### config.mk
export PLATFORM = sky130hd
export DESIGN_NAME = load_store_unit
export DESIGN_NICKNAME = d
export VERILOG_FILES = /design/src/rtl/load_store_unit.sv
export SDC_FILE = /design/constraint.sdc
export NUM_CORES = 1
export LEC_CHECK = 0
export BUFFER_PORTS_ARGS = -buffer_cell sky130_fd_sc_hd__buf_4
export CAP_MARGIN = 20
export CORE_MARGIN = 2
export CORE_UTILIZATION = 45
export CTS_CLUSTER_SIZE = 12
export DETAILED_ROUTE_END_ITERATION = 7
export MAX_ROUTING_LAYER = met4
export PLACE_DENSITY_LB_ADDON = 0.12
export RECOVER_POWER = 100
export SKIP_CTS_REPAIR_TIMING = 1
export SYNTH_ARGS = -nofsm -noshare
export SYNTH_HDL_FRONTEND = slang
export SYNTH_SLANG_ARGS = --single-unit
### constraint.sdc
create_clock -name clk -period 6.7 [get_ports clk]
set_input_delay 0.335 -clock clk [delete_from_list [all_inputs] [get_ports clk]]
set_output_delay 0.335 -clock clk [all_outputs]
set_load 0.01 [all_outputs]
### src/rtl/load_store_unit.sv
// Load/store unit in front of a word-addressed data memory: sub-word loads with extension,
// read-modify-write for SB/SH. Define LSU_MISALIGN_TRAP_EN to fault on misaligned H/W accesses.
module load_store_unit #(
  parameter int ADDR_W    = 6,
  parameter int MEM_DEPTH = 10
) (
  input  logic              clk,
  input  logic              rst,
  input  logic              req_valid,
  output logic              req_ready,
  input  logic              req_write,
  input  logic [2:0]        req_funct3,
  input  logic [ADDR_W-1:0] req_addr,
  input  logic [31:0]       req_wdata,
  output logic              resp_valid,
  input  logic              resp_ready,
  output logic [31:0]       resp_data,
  output logic              resp_fault,
  output logic              mem_read,
  output logic              mem_write,
  output logic [3:0]        mem_address,
  output logic [31:0]       mem_write_data,
  input  logic [31:0]       mem_read_data
);

  typedef enum logic [1:0] {IDLE, ACCESS, WRITE, RESP} state_t;

  state_t            state_q, state_d;
  logic              write_q, write_d;
  logic [2:0]        funct3_q, funct3_d;
  logic [ADDR_W-1:0] addr_q, addr_d;
  logic [31:0]       wdata_q, wdata_d;
  logic [31:0]       merged_q, merged_d;
  logic [31:0]       resp_data_q, resp_data_d;
  logic              resp_fault_q, resp_fault_d;

  logic              legal, out_of_range, misaligned, is_sw;
  logic [1:0]        lane;

  // Halfword/word accesses ignore the low address bits they cannot use.
  function automatic logic [1:0] eff_lane(input logic [2:0] f3, input logic [1:0] lo);
    case (f3[1:0])
      2'b01:   return {lo[1], 1'b0};
      2'b10:   return 2'b00;
      default: return lo;
    endcase
  endfunction

  function automatic logic req_legal(input logic wr, input logic [2:0] f3);
    case (f3)
      3'b000, 3'b001, 3'b010: return 1'b1;
      3'b100, 3'b101:         return !wr;
      default:                return 1'b0;
    endcase
  endfunction

  function automatic logic [31:0] load_extract(input logic [31:0] word, input logic [2:0] f3,
                                               input logic [1:0] ln);
    logic signed [7:0]  b;
    logic signed [15:0] h;
    logic signed [31:0] ext;
    b = 8'(word >> {ln, 3'b000});
    h = 16'(word >> {ln, 3'b000});
    case (f3)
      3'b000:  ext = b;
      3'b001:  ext = h;
      3'b100:  ext = {24'd0, b};
      3'b101:  ext = {16'd0, h};
      default: ext = word;
    endcase
    return ext;
  endfunction

  function automatic logic [31:0] store_merge(input logic [31:0] word, input logic [31:0] wd,
                                              input logic [2:0] f3, input logic [1:0] ln);
    logic [31:0] mask;
    mask = f3[0] ? (32'h0000_FFFF << {ln, 3'b000}) : (32'h0000_00FF << {ln, 3'b000});
    return (word & ~mask) | ((wd << {ln, 3'b000}) & mask);
  endfunction

  assign legal        = req_legal(req_write, req_funct3);
  assign out_of_range = 32'(req_addr[ADDR_W-1:2]) >= 32'(MEM_DEPTH);
`ifdef LSU_MISALIGN_TRAP_EN
  assign misaligned   = ((req_funct3[1:0] == 2'b01) && req_addr[0]) ||
                        ((req_funct3[1:0] == 2'b10) && (req_addr[1:0] != 2'b00));
`else
  assign misaligned   = 1'b0;
`endif
  assign lane  = eff_lane(funct3_q, addr_q[1:0]);
  assign is_sw = write_q && (funct3_q == 3'b010);

  always_ff @(posedge clk or posedge rst) begin
    if (rst) begin
      state_q      <= IDLE;
      write_q      <= 1'b0;
      funct3_q     <= 3'd0;
      addr_q       <= '0;
      wdata_q      <= 32'd0;
      merged_q     <= 32'd0;
      resp_data_q  <= 32'd0;
      resp_fault_q <= 1'b0;
    end else begin
      state_q      <= state_d;
      write_q      <= write_d;
      funct3_q     <= funct3_d;
      addr_q       <= addr_d;
      wdata_q      <= wdata_d;
      merged_q     <= merged_d;
      resp_data_q  <= resp_data_d;
      resp_fault_q <= resp_fault_d;
    end
  end

  always_comb begin
    state_d      = state_q;
    write_d      = write_q;
    funct3_d     = funct3_q;
    addr_d       = addr_q;
    wdata_d      = wdata_q;
    merged_d     = merged_q;
    resp_data_d  = resp_data_q;
    resp_fault_d = resp_fault_q;
    case (state_q)
      IDLE: begin
        if (req_valid) begin
          write_d  = req_write;
          funct3_d = req_funct3;
          addr_d   = req_addr;
          wdata_d  = req_wdata;
          if (!legal || out_of_range || misaligned) begin
            resp_data_d  = 32'd0;
            resp_fault_d = 1'b1;
            state_d      = RESP;
          end else begin
            state_d = ACCESS;
          end
        end
      end
      ACCESS: begin
        if (!write_q) begin
          resp_data_d = load_extract(mem_read_data, funct3_q, lane);
          state_d     = RESP;
        end else if (is_sw) begin
          resp_data_d = 32'd0;
          state_d     = RESP;
        end else begin
          merged_d = store_merge(mem_read_data, wdata_q, funct3_q, lane);
          state_d  = WRITE;
        end
      end
      WRITE: state_d = RESP;
      RESP: begin
        if (resp_ready) begin
          resp_data_d  = 32'd0;
          resp_fault_d = 1'b0;
          state_d      = IDLE;
        end
      end
      default: state_d = IDLE;
    endcase
  end

  always_comb begin
    req_ready      = (state_q == IDLE);
    resp_valid     = (state_q == RESP);
    mem_read       = 1'b0;
    mem_write      = 1'b0;
    mem_address    = 4'd0;
    mem_write_data = 32'd0;
    case (state_q)
      ACCESS: begin
        mem_address = addr_q[ADDR_W-1:2];
        if (is_sw) begin
          mem_write      = 1'b1;
          mem_write_data = wdata_q;
        end else begin
          mem_read = 1'b1;
        end
      end
      WRITE: begin
        mem_address    = addr_q[ADDR_W-1:2];
        mem_write      = 1'b1;
        mem_write_data = merged_q;
      end
      default: ;
    endcase
  end

  assign resp_data  = resp_data_q;
  assign resp_fault = resp_fault_q;

endmodule

==> results_dict.tcl, run 1 <==
set metrics [dict create \
    mostFrequentLayoutCell "dfrtp_1" \
    drv_cap 5 \
    synth_xor_xnor_area_share_pct 0 \
    cts-root-buf "clkbuf_16" \
    gp_congestion 0.898 \
    cts_buffers 9 \
    slew_headroom_pct -49.5 \
    fill_cells 1304 \
    synth_top_family_by_area "compound AO/OA/AOI/OAI gates" \
    clockBufferDepth 2 \
    num_rows 42 \
    fin_crit_sh_pct 67.0 \
    final_cell_mix "dfrtp_1 (109), buf_4 (85), clkbuf_1 (72)" \
    final_hold_viol_count 0 \
    max_stage_delay_ns 1.20 \
    ir_drop_v 0.000328 \
    worst_pin_slew_ns 2.23 \
    p_per_area_nw_per_um2 527 \
    drc 0 \
    insertion_delay_ns 0.36 \
    io_buffer_count 150 \
    grt_overflow 0 \
    setup-violations-final 0 \
    fin_tns_setup_ns 0 \
    wl_per_cell_microns 20.8 \
    dieArea_sq_um 14300 \
    violations "max-capacitance violations, max-slew violations" \
    coreArea_sq_um 13100 \
    rsz0062_at_grt "no" \
    cp_slowest_cell "clkbuf_1" \
    min_path_type "in -> reg" \
    worstPathMaxFanout 33 \
    synth-compound-area-share_pct 24.1 \
    drt_iter0_drc 230 \
    worstSetupEndpointType "flop" \
    final_nets 778 \
    syn_nets 655 \
    synth_cells 569 \
    clock-sinks 109 \
    antenna_cells 0 \
    leakage_nw 3.22 \
    yosys_warnings 0 \
    die_width_microns 120 \
    grt_max_degree 66 \
    worstPathArrival_ns 4.70 \
    area_delta_synth_final_pct 19.6 \
    num_vias 4960 \
    tritoncts "done" \
    ys_types 47 \
    clock.fmax_mhz 223 \
    avgSynthCellArea_sq_um 10.6 \
    worstPathCellList "inv_1 -> ha_1 -> nor2b_2 -> clkbuf_1 -> o221ai_1 -> a41oi_1 -> a21o_1 -> o2bb2ai_1" \
    synthMuxAreaShare_pct 13.1 \
    seq_area_frac_synth_pct 45.4 \
    status "complete, but fails checks" \
    cp.required_ns 6.92 \
    synthSimpleGateAreaFrac_pct 11.6 \
    start_util_pct 45.7 \
    syn_area_sq_um 6000 \
    dr.pass1.iters 7 \
    synth_seq_cells 109 \
    cts_max_level 3 \
    grt_pass1_vias 5082 \
    synthAdderAreaFrac_pct 1.67 \
    crit_type "reg -> reg" \
    drive_gt1_share_pct 23.1 \
    die-height_microns 120 \
    grt_pass1_wl_microns 28900 \
    clkTransAtPathRegs_ns 0.08 \
    viasPerCell 5.68 \
    finalWirelength_microns 18200 \
    skew_ns 0.00897 \
    startpoint_type "flop" \
    postRouteAntennaNets 0 \
    fin_hold_ws_ns 0.200 \
    grt_util_all_layers_pct 26.9 \
    antenna_found_initial 0 \
    period_minus_slack_ns 4.49 \
    place_hpwl_microns 13400 \
    finalMaxSlewViolations 162 \
    ios 151 \
]
==> state kept, by name (all words and copies together), names as in the netlist <==
signal,cells
write_q,1
state_q,2
funct3_q,3
addr_q,6
merged_q,32
wdata_q,32
resp_fault,1
resp_data,32
==> through the flow <==
| step | worst slack, ns | cells | power [mW] | area, sq um | util, % |
|---|---|---|---|---|---|
| floorplan | 3.49 | 569 | 2.71 | 6000 | - |
| global placement | 3.57 | 856 | 3.36 | 7210 | 54.9 |
| detailed placement | 3.44 | 856 | 3.41 | 7210 | 54.9 |
| CTS | 3.45 | 872 | 3.94 | 7490 | 57.0 |
| global route | 1.82 | 873 | 4.05 | 7180 | 54.6 |
| finish | 2.21 | 873 | 3.78 | 7180 | 54.6 |
==> area by class of cell <==
| class | count | area [sq um] | area share (%) |
|---|---|---|---|
| Sequential cell | 109 | 2730 | 38.0 |
| Timing Repair Buffer | 158 | 916 | 12.8 |
| Clock inverter | 7 | 57.6 | 0.802 |
| Tap cell | 176 | 220 | 3.07 |
| Clock buffer | 9 | 225 | 3.14 |
| Multi-Input combinational cell | 402 | 2990 | 41.6 |
| Inverter | 12 | 46.3 | 0.645 |
==> metal layers <==
metal  share of wire [%]  track usage (%)
met4                 1.2             5.66
met5                   0                -
met1                  45             36.2
met2                  48             42.4
met3                 5.2             5.56
==> worst max-delay path, delay by kind of cell (launching register included) <==
family	cells	cell delay (ns)
DFF	1	0.54
buffers and inverters	2	1.37
and+or+nand+nor	1	0.12
AOI/OAI and AO/OA	4	1.91
adders and majority gates	1	0.40
==> cells by family (layout without fill, tap and decap cells) <==
logic type | Yosys count | count (layout)
AO/OA/AOI/OAI | 179 | 179
AND/OR/NAND/NOR | 142 | 142
flip-flops | 109 | 109
multiplexers | 73 | 73
buffers and inverters | 58 | 186
adder cells (fa/ha/maj) | 8 | 8
==> report_power, final <==
| part | switching (mW) | leakage [nW] | internal [mW] |
|---|---|---|---|
| Clock | 0.265 | 0.134 | 0.258 |
| Sequential | 0.250 | 1.36 | 0.964 |
| Combinational | 1.19 | 1.72 | 0.859 |
==> synthesized netlist by cell type, drive strengths merged <==
master   instances  area, sq um
dfrtp          109         2730
a21o            20          158
a32oi            1         8.76
nand2           29          109
a22o             6         52.6
a22oi           33          253
nor2b           34          213
buf             20          108
o2111ai          1         15.0
o22ai           15          100
o21ai           11         55.1
or4              1         11.3
a21oi           11         55.1
and2             4         25.0
nand3           15         75.1
clkbuf          26         97.6
nand3b           3         22.5
a211oi          22          170
inv             12         45.0
a21boi           8         60.1
or2              1         6.26
a2111oi          1         8.76
nand2b           3         18.8
nor2            48          180
mux2            43          484
ha               8          100
and4             1         11.3
nor4bb           1         10.0
and3             2         12.5
a2bb2oi         14          123
o31ai            1         7.51
a41oi            1         16.3
o221ai           1         15.0
o2bb2ai         31          334
o21a             2         15.0
mux2i           30          300
==> path summary, 6_finish.rpt <==
check	from	to	slack (ns)	depth (start not counted)
max	funct3_q[0]	resp_data[29]	2.21	8
min	req_wdata[22]	wdata_q[22]	0.20	2
max reg2reg	funct3_q[0]	resp_data[29]	2.21	8
min reg2reg	merged_q[24]	merged_q[24]	0.48	1
max in group asynchronous	rst	addr_q[2]	4.50	3
min in group asynchronous	rst	wdata_q[2]	0.56	2
Power figures use the tool's default switching activity.
==> inputs of run 2 (changes only) <==
clock period = 4.2 ns   (was 6.7 ns; I/O delays follow)
==> run 2 against run 1 <==
Design area about the same. Critical path depth unchanged. Utilization hardly changed. Sequential power increased by 62%. Global-route usage grew 0.16 points. Via count increased by 2.1%. Worst hold slack worse by 0.12 ns. Clock skew barely moved. The run still ends with max-capacitance violations, max-slew violations left. Total power grew 61%. First-iteration DRC count grew 53%.
==> results_dict.tcl, run 2 (synthesis results as in run 1) <==
set metrics [dict create \
    status "complete, but fails checks" \
    violations "max-capacitance violations, max-slew violations" \
    timing.rr.start "funct3_q[0]" \
    p_per_area_nw_per_um2 846 \
    grt_use_met1_pct 36.7 \
    grt_max_degree 75 \
    grt_overflow 0 \
    r2r_setup_slack_ns 0.87 \
    worstPathMaxFanout 15 \
    grt_util_all_layers_pct 27.0 \
    worstPathArrival_ns 3.16 \
    viasPerCell 5.79 \
    multiInputGateArea_sq_um 2960 \
    grt_pass1_vias 5170 \
    final_nets 780 \
    grt.busiest_layer "met2" \
    antenna_cells 0 \
    insertion_delay_ns 0.36 \
    holdPathEnd "wdata_q[30]" \
    fin_cells 875 \
    start_util_pct 45.7 \
    met3_usage_pct 4.33 \
    setup-violations-final 0 \
    power.total_mw 6.08 \
    cts_max_level 3 \
    clkTransAtPathRegs_ns 0.08 \
    skew_ns 0.00926 \
    ff2ff_path_depth 7 \
    area_delta_synth_final_pct 19.7 \
    dr.pass1.iters 4 \
    dieArea_sq_um 14300 \
    worstSetupEndpointType "output port" \
    gp_congestion 0.893 \
    final_hold_viol_count 0 \
    cts_buffers 9 \
    ios 151 \
    seq_area_sq_um 2730 \
    crit_type "reg -> out" \
    die-height_microns 120 \
    finalWirelength_microns 18500 \
    clock.fmax_mhz 297 \
    drt_iter0_drc 351 \
    num_vias 5062 \
    setup_ws_ns 0.828 \
    postRouteAntennaNets 0 \
    reg2reg_to "merged_q[17]" \
    io_buffer_count 150 \
    fill_cells 1310 \
    mostFrequentLayoutCell "dfrtp_1" \
    coreArea_sq_um 13100 \
    finalMaxSlewViolations 115 \
    worst_pin_slew_ns 2.92 \
    min_path_type "in -> reg" \
    drive_gt1_share_pct 22.6 \
    min-delay-start "req_wdata[30]" \
    startpoint_type "flop" \
    grt_pass1_wl_microns 29000 \
    clock-sinks 109 \
    ir_drop_v 0.000567 \
    final_cell_mix "dfrtp_1 (109), buf_4 (86), clkbuf_1 (71)" \
    final_util_pct 54.7 \
    wl_per_cell_microns 21.1 \
    whs_path_depth 2 \
    leakage_nw 3.23 \
    place_hpwl_microns 13600 \
    rsz0062_at_grt "no" \
    fin_crit_sh_pct 80.3 \
    slew_headroom_pct -94.7 \
    grt_use_met2_pct 42.9 \
    drc 0 \
    antenna_found_initial 0 \
    tritoncts "done" \
    post-place-ws_ns 1.06 \
    dpl.cell_count 857 \
    drv_cap 2 \
    period_minus_slack_ns 3.37 \
    num_rows 42 \
    cp.required_ns 3.99 \
    cts-root-buf "clkbuf_16" \
    clockBufferDepth 2 \
    die_width_microns 120 \
    fin_tns_setup_ns 0 \
]
## run 2: worst max-delay path, stage by stage (launching register included)
cell	delay, ns
dfrtp_1	0.51
inv_1	0.22
ha_1	0.19
nand2_1	0.12
nor2_1	0.95
clkbuf_1	0.37
a22oi_1	0.12
nor2b_1	0.14
clkbuf_1	0.17
## run 2: metal layers
metal | share of wire [%] | wire length (microns)
met2 | 49 | 9020
met3 | 4.5 | 832
met5 | 0 | 0
met1 | 45 | 8400
met4 | 1.4 | 251
## run 2: area by class of cell
class	count	share of cell area [%]
Clock buffer	10	3.19
Clock inverter	6	1.01
Inverter	12	0.627
Multi-Input combinational cell	402	41.2
Sequential cell	109	38.0
Tap cell	176	3.07
Timing Repair Buffer	160	13.0
## run 2: worst max-delay path by stage
stage	startpoint	endpoint	slack, ns	depth (start not counted)
3_3_place_gp	funct3_q[0]	resp_data[6]	1.31	8
4_1_cts	funct3_q[0]	resp_data[3]	1.05	8
3_5_place_dp	funct3_q[0]	resp_data[3]	1.06	8
5_1_grt	rst	resp_data[25]	0.52	3
2_1_floorplan	rst	addr_q[0]	1.12	1
6_report	funct3_q[0]	mem_write_data[15]	0.83	8
## run 2: through the flow
step | hold slack (ns) | instance area [sq um]
final | 0.0796 | 7180
after global placement | 0.443 | 7220
after floorplan | 0.361 | 6000
after global routing | 0.0740 | 7180
after detailed placement | 0.447 | 7220
after CTS | 0.0737 | 7520
## run 2: power by group
group	internal, mW	switching (mW)
Combinational	1.37	1.87
Sequential	1.54	0.428
Clock	0.468	0.410
Total	3.37	2.71
==> inputs of run 3 (changes only) <==
clock period = 3.35 ns   (was 4.2 ns; I/O delays follow)
==> run 3 against run 2 <==
Combinational power increased by 26%. Global-route usage shrank 0.82 points. Clock power up 34%. Design area up 1.4%. Critical path depth unchanged. Sequential share of layout area decreased by 0.52 points. The run still ends with max-capacitance violations, max-slew violations left. Via count fell by 2.0%. Die area unchanged. Worst setup slack got worse by 0.36 ns. Utilization is 0.76 points higher. Register-to-register slack lost 0.40 ns. Routed wire length down 3.1%. Critical endpoint is now merged_q[24].
==> results_dict.tcl, run 3 (synthesis results as in run 1) <==
set metrics [dict create \
    status "complete, but fails checks" \
    violations "max-capacitance violations, max-slew violations" \
    worstSetupEndpointType "flop" \
    cp-startpoint "funct3_q[0]" \
    tritoncts "done" \
    grt_pass1_wl_microns 28100 \
    clkTransAtPathRegs_ns 0.07 \
    min-delay-start "req_wdata[24]" \
    grt_overflow 0 \
    io_buffer_count 150 \
    cp_slowest_cell "clkbuf_1" \
    final_cell_mix "dfrtp_1 (109), buf_4 (91), clkbuf_1 (71)" \
    die-height_microns 120 \
    final_hold_viol_count 0 \
    wl_per_cell_microns 20.3 \
    worstPathMaxFanout 16 \
    insertion_delay_ns 0.36 \
    area_delta_synth_final_pct 21.3 \
    drt_iter0_drc 279 \
    startpoint_type "flop" \
    timing.rr.start "funct3_q[0]" \
    min_path_type "in -> reg" \
    final_util_pct 55.4 \
    dieArea_sq_um 14300 \
    reg2reg_to "merged_q[24]" \
    slew_headroom_pct -32.6 \
    period_minus_slack_ns 2.88 \
    r2r_setup_slack_ns 0.47 \
    num_rows 42 \
    finalWirelength_microns 17900 \
    max_stage_delay_ns 0.61 \
    fin_cells 882 \
    final_nets 787 \
    rsz0062_at_grt "no" \
    dpl.cell_count 865 \
    start_util_pct 45.7 \
    cts-root-buf "clkbuf_16" \
    fin_crit_sh_pct 85.9 \
    finalMaxSlewViolations 52 \
    ff2ff_path_depth 8 \
    clockBufferDepth 2 \
    ios 151 \
    mostFrequentLayoutCell "dfrtp_1" \
    gp_congestion 0.845 \
    die_width_microns 120 \
    cts_buffers 9 \
    clock-sinks 109 \
    postRouteAntennaNets 0 \
    viasPerCell 5.62 \
    drv_cap 1 \
    drc 0 \
    antenna_cells 0 \
    dr.pass1.iters 5 \
    ir_drop_v 0.000574 \
    whs_path_depth 2 \
    grt_pass1_vias 5029 \
    grt_util_all_layers_pct 26.2 \
    worst_pin_slew_ns 1.99 \
    leakage_nw 3.29 \
    coreArea_sq_um 13100 \
    worstPathArrival_ns 3.18 \
    setup-violations-final 0 \
    cp.required_ns 3.65 \
    clock.fmax_mhz 347 \
    holdPathEnd "wdata_q[24]" \
    skew_ns 0.0138 \
    place_hpwl_microns 13400 \
    num_vias 4959 \
    dpl_cell_area_sq_um 7290 \
    worstPathCellList "inv_1 -> ha_1 -> nand2b_1 -> a211oi_2 -> clkbuf_1 -> nor2_1 -> a211oi_1 -> a21o_1" \
    antenna_found_initial 0 \
    crit_type "reg -> reg" \
    fin_tns_setup_ns 0 \
    drive_gt1_share_pct 23.5 \
    grt_max_degree 59 \
    p_per_area_nw_per_um2 1060 \
    cts_max_level 3 \
    final_area_sq_um 7280 \
]
## run 3: cell count changes in the layout (fill, tap and decap cells not counted), moves of 2 or more
cell / previous run / this run
and2_0: 2 / 4
and2_1: 2 / 0
buf_4: 86 / 91
clkbuf_8: 0 / 2
clkinv_2: 0 / 2
clkinvlp_4: 3 / 0
## run 3: power breakdown
group | internal [mW] | switching [mW]
clock network | 0.695 | 0.487
logic | 1.77 | 2.31
registers | 1.93 | 0.549
## run 3: area by class of cell
cell class	instances	area, sq um
Multi-Input combinational cell	402	2970
Tap cell	176	220
Clock buffer	12	256
Timing Repair Buffer	167	998
Fill cell	1280	5850
Sequential cell	109	2730
Clock inverter	4	70.1
Inverter	12	45.0
## run 3: worst max path at each step
stage / slack, ns / endpoint
after floorplan: 0.31 / addr_q[0]
after global placement: 0.74 / resp_data[5]
after detailed placement: 0.62 / resp_data[5]
after CTS: 0.63 / resp_data[5]
after global routing: 0.20 / merged_q[24]
final: 0.47 / merged_q[24]
## run 3: worst max-delay path: cells and delay by family, from the launching register on
family | cells | cell delay, ns
compound gates | 3 | 0.76
buf+inv | 2 | 0.80
simple gates | 2 | 0.32
fa+ha+maj | 1 | 0.40
flops | 1 | 0.55
## run 3: stage by stage
| stage | total power [mW] | hold WS (ns) | setup slack (ns) |
|---|---|---|---|
| after floorplan | 5.42 | 0.318 | 0.309 |
| after global placement | 6.80 | 0.318 | 0.738 |
| after detailed placement | 6.90 | 0.311 | 0.617 |
| after CTS | 8.09 | -0.0547 | 0.627 |
| after global routing | 8.27 | 0.0384 | 0.200 |
| final | 7.74 | 0.0392 | 0.471 |
## run 3: layer usage
metal	vias up	routed length, microns	global-route usage, %
met5	-	0	-
met4	0	355	7.87
met3	20	737	3.66
met2	147	8350	39.7
met1	2445	8480	36.9
li1	2347	-	-
